===== src/rtl/buf_pkg.sv =====
// Shared types and flag-threshold helpers for the dual-mode (LIFO/FIFO) buffer.
package buf_pkg;

  typedef enum logic {
    MODE_LIFO = 1'b0,
    MODE_FIFO = 1'b1
  } mode_t;

  function automatic logic almost_empty_flag(input int used, input int threshold);
    return used <= threshold;
  endfunction

  function automatic logic almost_full_flag(input int used, input int depth, input int margin);
    return used >= (depth - margin);
  endfunction

endpackage


===== src/rtl/buf_ram.sv =====
// Simple dual-port storage, one write port and one read port with a registered,
// enable-gated read so the output holds its last word between reads.
module buf_ram #(
  parameter int DWIDTH = 16,
  parameter int AWIDTH = 8
) (
  input  logic              clk,
  input  logic              srst,
  input  logic              we,
  input  logic [AWIDTH-1:0] waddr,
  input  logic [DWIDTH-1:0] wdata,
  input  logic              re,
  input  logic [AWIDTH-1:0] raddr,
  output logic [DWIDTH-1:0] rdata
);

  localparam int DEPTH = 2 ** AWIDTH;

  logic [DWIDTH-1:0] mem [DEPTH];

  always_ff @(posedge clk) begin
    if (we) begin
      mem[waddr] <= wdata;
    end
  end

  // Read-before-write on a shared address: a simultaneous pop+push returns the old word.
  always_ff @(posedge clk) begin
    if (srst) begin
      rdata <= '0;
    end else if (re) begin
      rdata <= mem[raddr];
    end
  end

endmodule


===== src/rtl/dual_mode_buf.sv =====
// Buffer that behaves as a stack (LIFO) or queue (FIFO); control, counters and
// flags live here, storage sits in buf_ram.
module dual_mode_buf
  import buf_pkg::*;
#(
  parameter int DWIDTH       = 16,
  parameter int AWIDTH       = 8,
  parameter int ALMOST_FULL  = 2,
  parameter int ALMOST_EMPTY = 2
) (
  input  logic              clk_i,
  input  logic              srst_i,
  input  logic              mode_i,
  input  logic              wrreq_i,
  input  logic [DWIDTH-1:0] data_i,
  input  logic              rdreq_i,
  output logic [DWIDTH-1:0] q_o,
  output logic              mode_o,
  output logic [AWIDTH:0]   usedw_o,
  output logic              empty_o,
  output logic              almost_empty_o,
  output logic              full_o,
  output logic              almost_full_o,
  output logic              ovf_o,
  output logic              udf_o
);

  localparam int              DEPTH   = 2 ** AWIDTH;
  localparam logic [AWIDTH:0] DEPTH_W = (AWIDTH + 1)'(DEPTH);

  logic [AWIDTH:0]   count_reg, count_next, top_m1;
  logic [AWIDTH-1:0] wr_ptr_reg, rd_ptr_reg;
  logic [AWIDTH-1:0] waddr, raddr;
  mode_t             mode_reg;
  logic              empty_reg, almost_empty_reg, full_reg, almost_full_reg;
  logic              ovf_reg, udf_reg;
  logic              wr_ok, rd_ok, mode_load;

  assign top_m1 = count_reg - 1'b1;

  always_comb begin
    rd_ok      = rdreq_i && (count_reg != '0);
    // A write at full still fits when a read frees a slot in the same cycle.
    wr_ok      = wrreq_i && ((count_reg != DEPTH_W) || rd_ok);
    mode_load  = (count_reg == '0) && !wrreq_i;
    count_next = count_reg;
    if (wr_ok && !rd_ok) begin
      count_next = count_reg + 1'b1;
    end else if (rd_ok && !wr_ok) begin
      count_next = count_reg - 1'b1;
    end
    if (mode_reg == MODE_FIFO) begin
      waddr = wr_ptr_reg;
      raddr = rd_ptr_reg;
    end else begin
      // Stack: top lives at count-1; a push+pop replaces the top in place.
      raddr = top_m1[AWIDTH-1:0];
      waddr = rd_ok ? top_m1[AWIDTH-1:0] : count_reg[AWIDTH-1:0];
    end
  end

  always_ff @(posedge clk_i) begin
    if (srst_i) begin
      count_reg        <= '0;
      wr_ptr_reg       <= '0;
      rd_ptr_reg       <= '0;
      mode_reg         <= mode_t'(mode_i);
      empty_reg        <= 1'b1;
      almost_empty_reg <= 1'b1;
      full_reg         <= 1'b0;
      almost_full_reg  <= 1'b0;
      ovf_reg          <= 1'b0;
      udf_reg          <= 1'b0;
    end else begin
      count_reg        <= count_next;
      empty_reg        <= (count_next == '0);
      full_reg         <= (count_next == DEPTH_W);
      almost_empty_reg <= almost_empty_flag(int'(count_next), ALMOST_EMPTY);
      almost_full_reg  <= almost_full_flag(int'(count_next), DEPTH, ALMOST_FULL);
      ovf_reg          <= wrreq_i && !wr_ok;
      udf_reg          <= rdreq_i && !rd_ok;
      if (mode_load && (mode_t'(mode_i) != mode_reg)) begin
        mode_reg   <= mode_t'(mode_i);
        wr_ptr_reg <= '0;
        rd_ptr_reg <= '0;
      end else begin
        if (wr_ok) wr_ptr_reg <= wr_ptr_reg + 1'b1;
        if (rd_ok) rd_ptr_reg <= rd_ptr_reg + 1'b1;
      end
    end
  end

  buf_ram #(
    .DWIDTH(DWIDTH),
    .AWIDTH(AWIDTH)
  ) u_ram (
    .clk  (clk_i),
    .srst (srst_i),
    .we   (wr_ok && !srst_i),
    .waddr(waddr),
    .wdata(data_i),
    .re   (rd_ok && !srst_i),
    .raddr(raddr),
    .rdata(q_o)
  );

  assign mode_o         = mode_reg;
  assign usedw_o        = count_reg;
  assign empty_o        = empty_reg;
  assign almost_empty_o = almost_empty_reg;
  assign full_o         = full_reg;
  assign almost_full_o  = almost_full_reg;
  assign ovf_o          = ovf_reg;
  assign udf_o          = udf_reg;

endmodule


===== config.mk =====
export PLATFORM = sky130hd
export DESIGN_NAME = dual_mode_buf
export DESIGN_NICKNAME = d
export VERILOG_FILES = /design/src/rtl/buf_pkg.sv /design/src/rtl/buf_ram.sv /design/src/rtl/dual_mode_buf.sv
export SDC_FILE = /design/constraint.sdc
export NUM_CORES = 2
export LEC_CHECK = 0
export BUFFER_PORTS_ARGS = -buffer_cell sky130_fd_sc_hd__buf_2
export CELL_PAD_IN_SITES_DETAIL_PLACEMENT = 1
export CELL_PAD_IN_SITES_GLOBAL_PLACEMENT = 2
export CORE_MARGIN = 10
export CORE_UTILIZATION = 30
export DETAILED_ROUTE_END_ITERATION = 10
export PLACE_DENSITY = 0.52
export REMOVE_ABC_BUFFERS = 1
export SLEW_MARGIN = 20
export SYNTH_ARGS = -nofsm -noshare
export SYNTH_HDL_FRONTEND = slang
export SYNTH_HIERARCHICAL = 1
export SYNTH_SLANG_ARGS = --single-unit

===== constraint.sdc =====
create_clock -name clk_i -period 4.8 [get_ports clk_i]
set_clock_uncertainty 0.05 [all_clocks]
set_input_delay 0.48 -clock clk_i [delete_from_list [all_inputs] [get_ports clk_i]]
set_output_delay 0.48 -clock clk_i [all_outputs]
set_load 0.1 [all_outputs]

==> key figures <==
Final layout
  • Fin util: 0.360
  • Max FFs per register: ~4.1k
  • Area grow syn2layout: 19.8%
  • Biggest register: u_ram/mem
  • Share of cells above drive strength 1: 0.270
  • Net count of the finished layout: 8,791
  • Fillers: ~52k

Global route
  • Vias in the first global route: 88.1k
  • GR peak layer: met2
  • Overflow after GRT: 0
  • First-pass GRT wire length: 750 mm
  • GR Util met3: 0.0208
  • Met2 Use GR: 0.314
  • Pin count of the biggest net entering global routing: 145
  • Initial antenna violation count: 54
  • Gr usage total: 0.186
  • Met1 Use GR: 0.257

Timing
  • Slack of the critical path: ~0.021 ns
  • Hold_ws: 0.260 ns
  • Max Slew Vio Count: 0
  • RSZ-0062 raised after global routing: no
  • Max Freq: approximately 210 MHz
  • Period utilization: 0.996
  • Worst-Margin Slew: 1.31 ns
  • Final Setup Violations: 0
  • Slew headroom: 0.128
  • Final hold violation count: 0
  • Setup_tns: 0 ns
  • Min cycle time layout: 4.78 ns

Worst hold path
  • Hold WC Path Type: in -> reg
  • Min-Delay Startpoint: mode_i
  • Worst hold stages: 2

Routing
  • Final wirelength: 546 mm
  • WL/cell: between 30 and 40 µm
  • Vias per cell: 5.16
  • ANT nets after route: 0
  • Drt pass-1 iters: 5
  • DR vias: 84.5k
  • DR DRC count: 0
  • Drt first-iter violations: just under 9k

Pwr
  • PD cells: 600 nW/µm²
  • Worst VDD drop: 390 µV
  • Pleak: 61.4 nW

Synthesis
  • Synth top area cells: edfxtp_1 76%, mux4_2 9.4%, mux2i_1 4.3%
  • Yosys reg bits: 4,144
  • Top FF cell, synth: edfxtp_1
  • YS warnings: 6
  • Cell Area, Synth: around 160,000 µm²
  • Top cell type's share of synthesized area: 0.764
  • Number of synthesized flops with an enable pin: 4,097
  • Post-synthesis async set-or-reset flop share: 0
  • Post-synth top area cell: edfxtp_1
  • Synthesized area per cell: between 20 and 25 µm²
  • Post-synthesis sequential area ratio: 0.769
  • Cells after synthesis: between 7k and 8k
  • Synth cell types: 89

Clock tree
  • Clock tree sinks: 4,144
  • Clk root buf: clkbuf_16
  • Clock Path Buffers: 4
  • Clock Pin Slew Worst Setup and Hold Paths: 0.06 ns
  • CTS buffer count: 451
  • H-tree levels: 5
  • TritonCTS clock tree: built
  • Clk Latency, worst-skew pair: 1.04 ns

Placement
  • Port bufs: 52
  • Hpwl dp: around 350 mm
  • GPL Wtd Cong: 0.817
  • Placement Setup Slack: -0.340 ns

Die
  • Row count: around 270
  • Starting density of the core: 0.301
  • IO Pins: 53
  • DIE AREA: between 500,000 and 600,000 µm²
  • Chip width: 753 µm
  • Core ar.: around 540,000 µm²
  • Die height: 753 µm

Critical path
  • Crit path from: usedw_o[1]$_SDFF_PP0_
  • Reg2Reg Depth: 14
  • Critical path arrival: 5.65 ns
  • CP Launch Type: flop
  • Startpoint of the worst register-to-register path: usedw_o[1]$_SDFF_PP0_
  • Critical path class: reg -> reg
  • Critical Path Sink Type: flop
  • Worst-path fanout max: 15
  • Worst EP required: 5.67 ns

Flow run
  • Max cap viols: 0

Run status
  • Run status: complete, no violations
critical path, stage by stage (launching register included):
cell	delay, ns
dfxtp_1	0.32
inv_1	0.10
ha_1	0.17
or3b_1	0.44
xor2_1	0.26
o21ai_4	0.15
buf_4	0.20
buf_12	0.16
nor2_4	0.59
buf_12	0.27
buf_4	0.30
a22oi_1	0.38
a211oi_1	0.63
nand3_1	0.29
o311ai_1	0.32
per-stage QoR:
stage / area, µm² / power [mW] / instances
global placement: 178000 / 82.0 / 15500
global route: 193000 / 120 / 16300
finish: 193000 / 116 / 16400
detailed placement: 178000 / 82.2 / 15500
CTS: 193000 / 117 / 16300
floorplan: 158000 / 53.7 / 7376
layout by cell type, fill, tap and decap left out, types with 158 or more instances in the layout:
master and count:
buf_4 559, nor2_2 160, edfxtp_1 4097, mux2i_1 695, o22ai_1 230, nand2_1 266, clkbuf_16 453, nor2_1 158
buf_12 298, mux4_2 676
layer usage:
metal  up-vias  share of wire
met5         -       0.000026
met4         2          0.028
met3       625          0.051
met2      2423           0.49
met1     46700           0.43
li1      34700              -
report_power, final:
group	leakage (nW)	switching, mW	total, mW	internal, mW
clock	7.13	14.8	34.6	19.8
sequential	37.2	0.395	40.5	40.1
combinational	17.1	26.5	40.6	14.1
synth_stat cells, types with 6 or more instances:
master,instances
edfxtp_1,4097
mux2i_1,697
mux4_2,676
nor2_1,324
nand2_1,266
o22ai_1,230
clkbuf_1,174
a21oi_1,138
o221ai_1,122
buf_2,100
o21ai_0,98
a211oi_1,91
buf_6,85
a22oi_1,73
nand3_1,73
dfxtp_1,47
nor3_1,46
a2111oi_0,40
nand4_1,30
buf_12,28
mux4_1,28
buf_1,27
buf_4,27
buf_8,25
xnor2_1,19
a221oi_1,17
and3_1,16
inv_1,15
o21ai_1,15
xor2_1,13
or3_1,12
a32oi_1,11
a211o_1,10
a22o_1,10
nor2b_1,10
a221o_1,9
a31oi_1,9
and2_1,7
nor4_1,7
a32o_1,6
clkbuf_8,6
mux2_2,6
o221ai_2,6
or4_1,6
cell families after synthesis:
kind of cell             Yosys count  share of synthesized area
AO/OA/AOI/OAI                    934                     0.0407
XOR/XNOR                          32                    0.00174
adder cells (fa/ha/maj)            5                   0.000388
buffers and inverters            491                     0.0218
flip-flops                      4144                      0.769
multiplexers                    1407                      0.143
AND/OR/NAND/NOR                  836                     0.0232
final timing paths:
check	to	slack [ns]
setup reg to reg	u_ram/rdata[14]$_SDFFE_PP0P_	0.02
setup / recovery	u_ram/rdata[14]$_SDFFE_PP0P_	0.02
hold / removal	mode_o$_DFFE_PP_	0.26
hold reg to reg	rd_ptr_reg[1]$_SDFFE_PP0N_	0.47
area by class of cell:
type | instances | area, µm² | area share
antenna | 40 | 100 | 0.000519
clock buffer | 557 | 11800 | 0.0611
clock inverter | 278 | 2840 | 0.0147
inverter | 18 | 77.6 | 0.000402
multi-input combinational | 3214 | 34300 | 0.178
sequential | 4144 | 124000 | 0.642
tap | 7181 | 8980 | 0.0466
timing repair buffer | 936 | 10900 | 0.0565
repair_timing:
action	CTS	global route
endpoints found under the setup margin	7	8
hold buffers	20	1
pin swaps	2	2
hold endpoints to repair	564	44
resized for setup	5	9
setup buffers	8	1
Note: power is estimated with default switching activity, not from simulation.
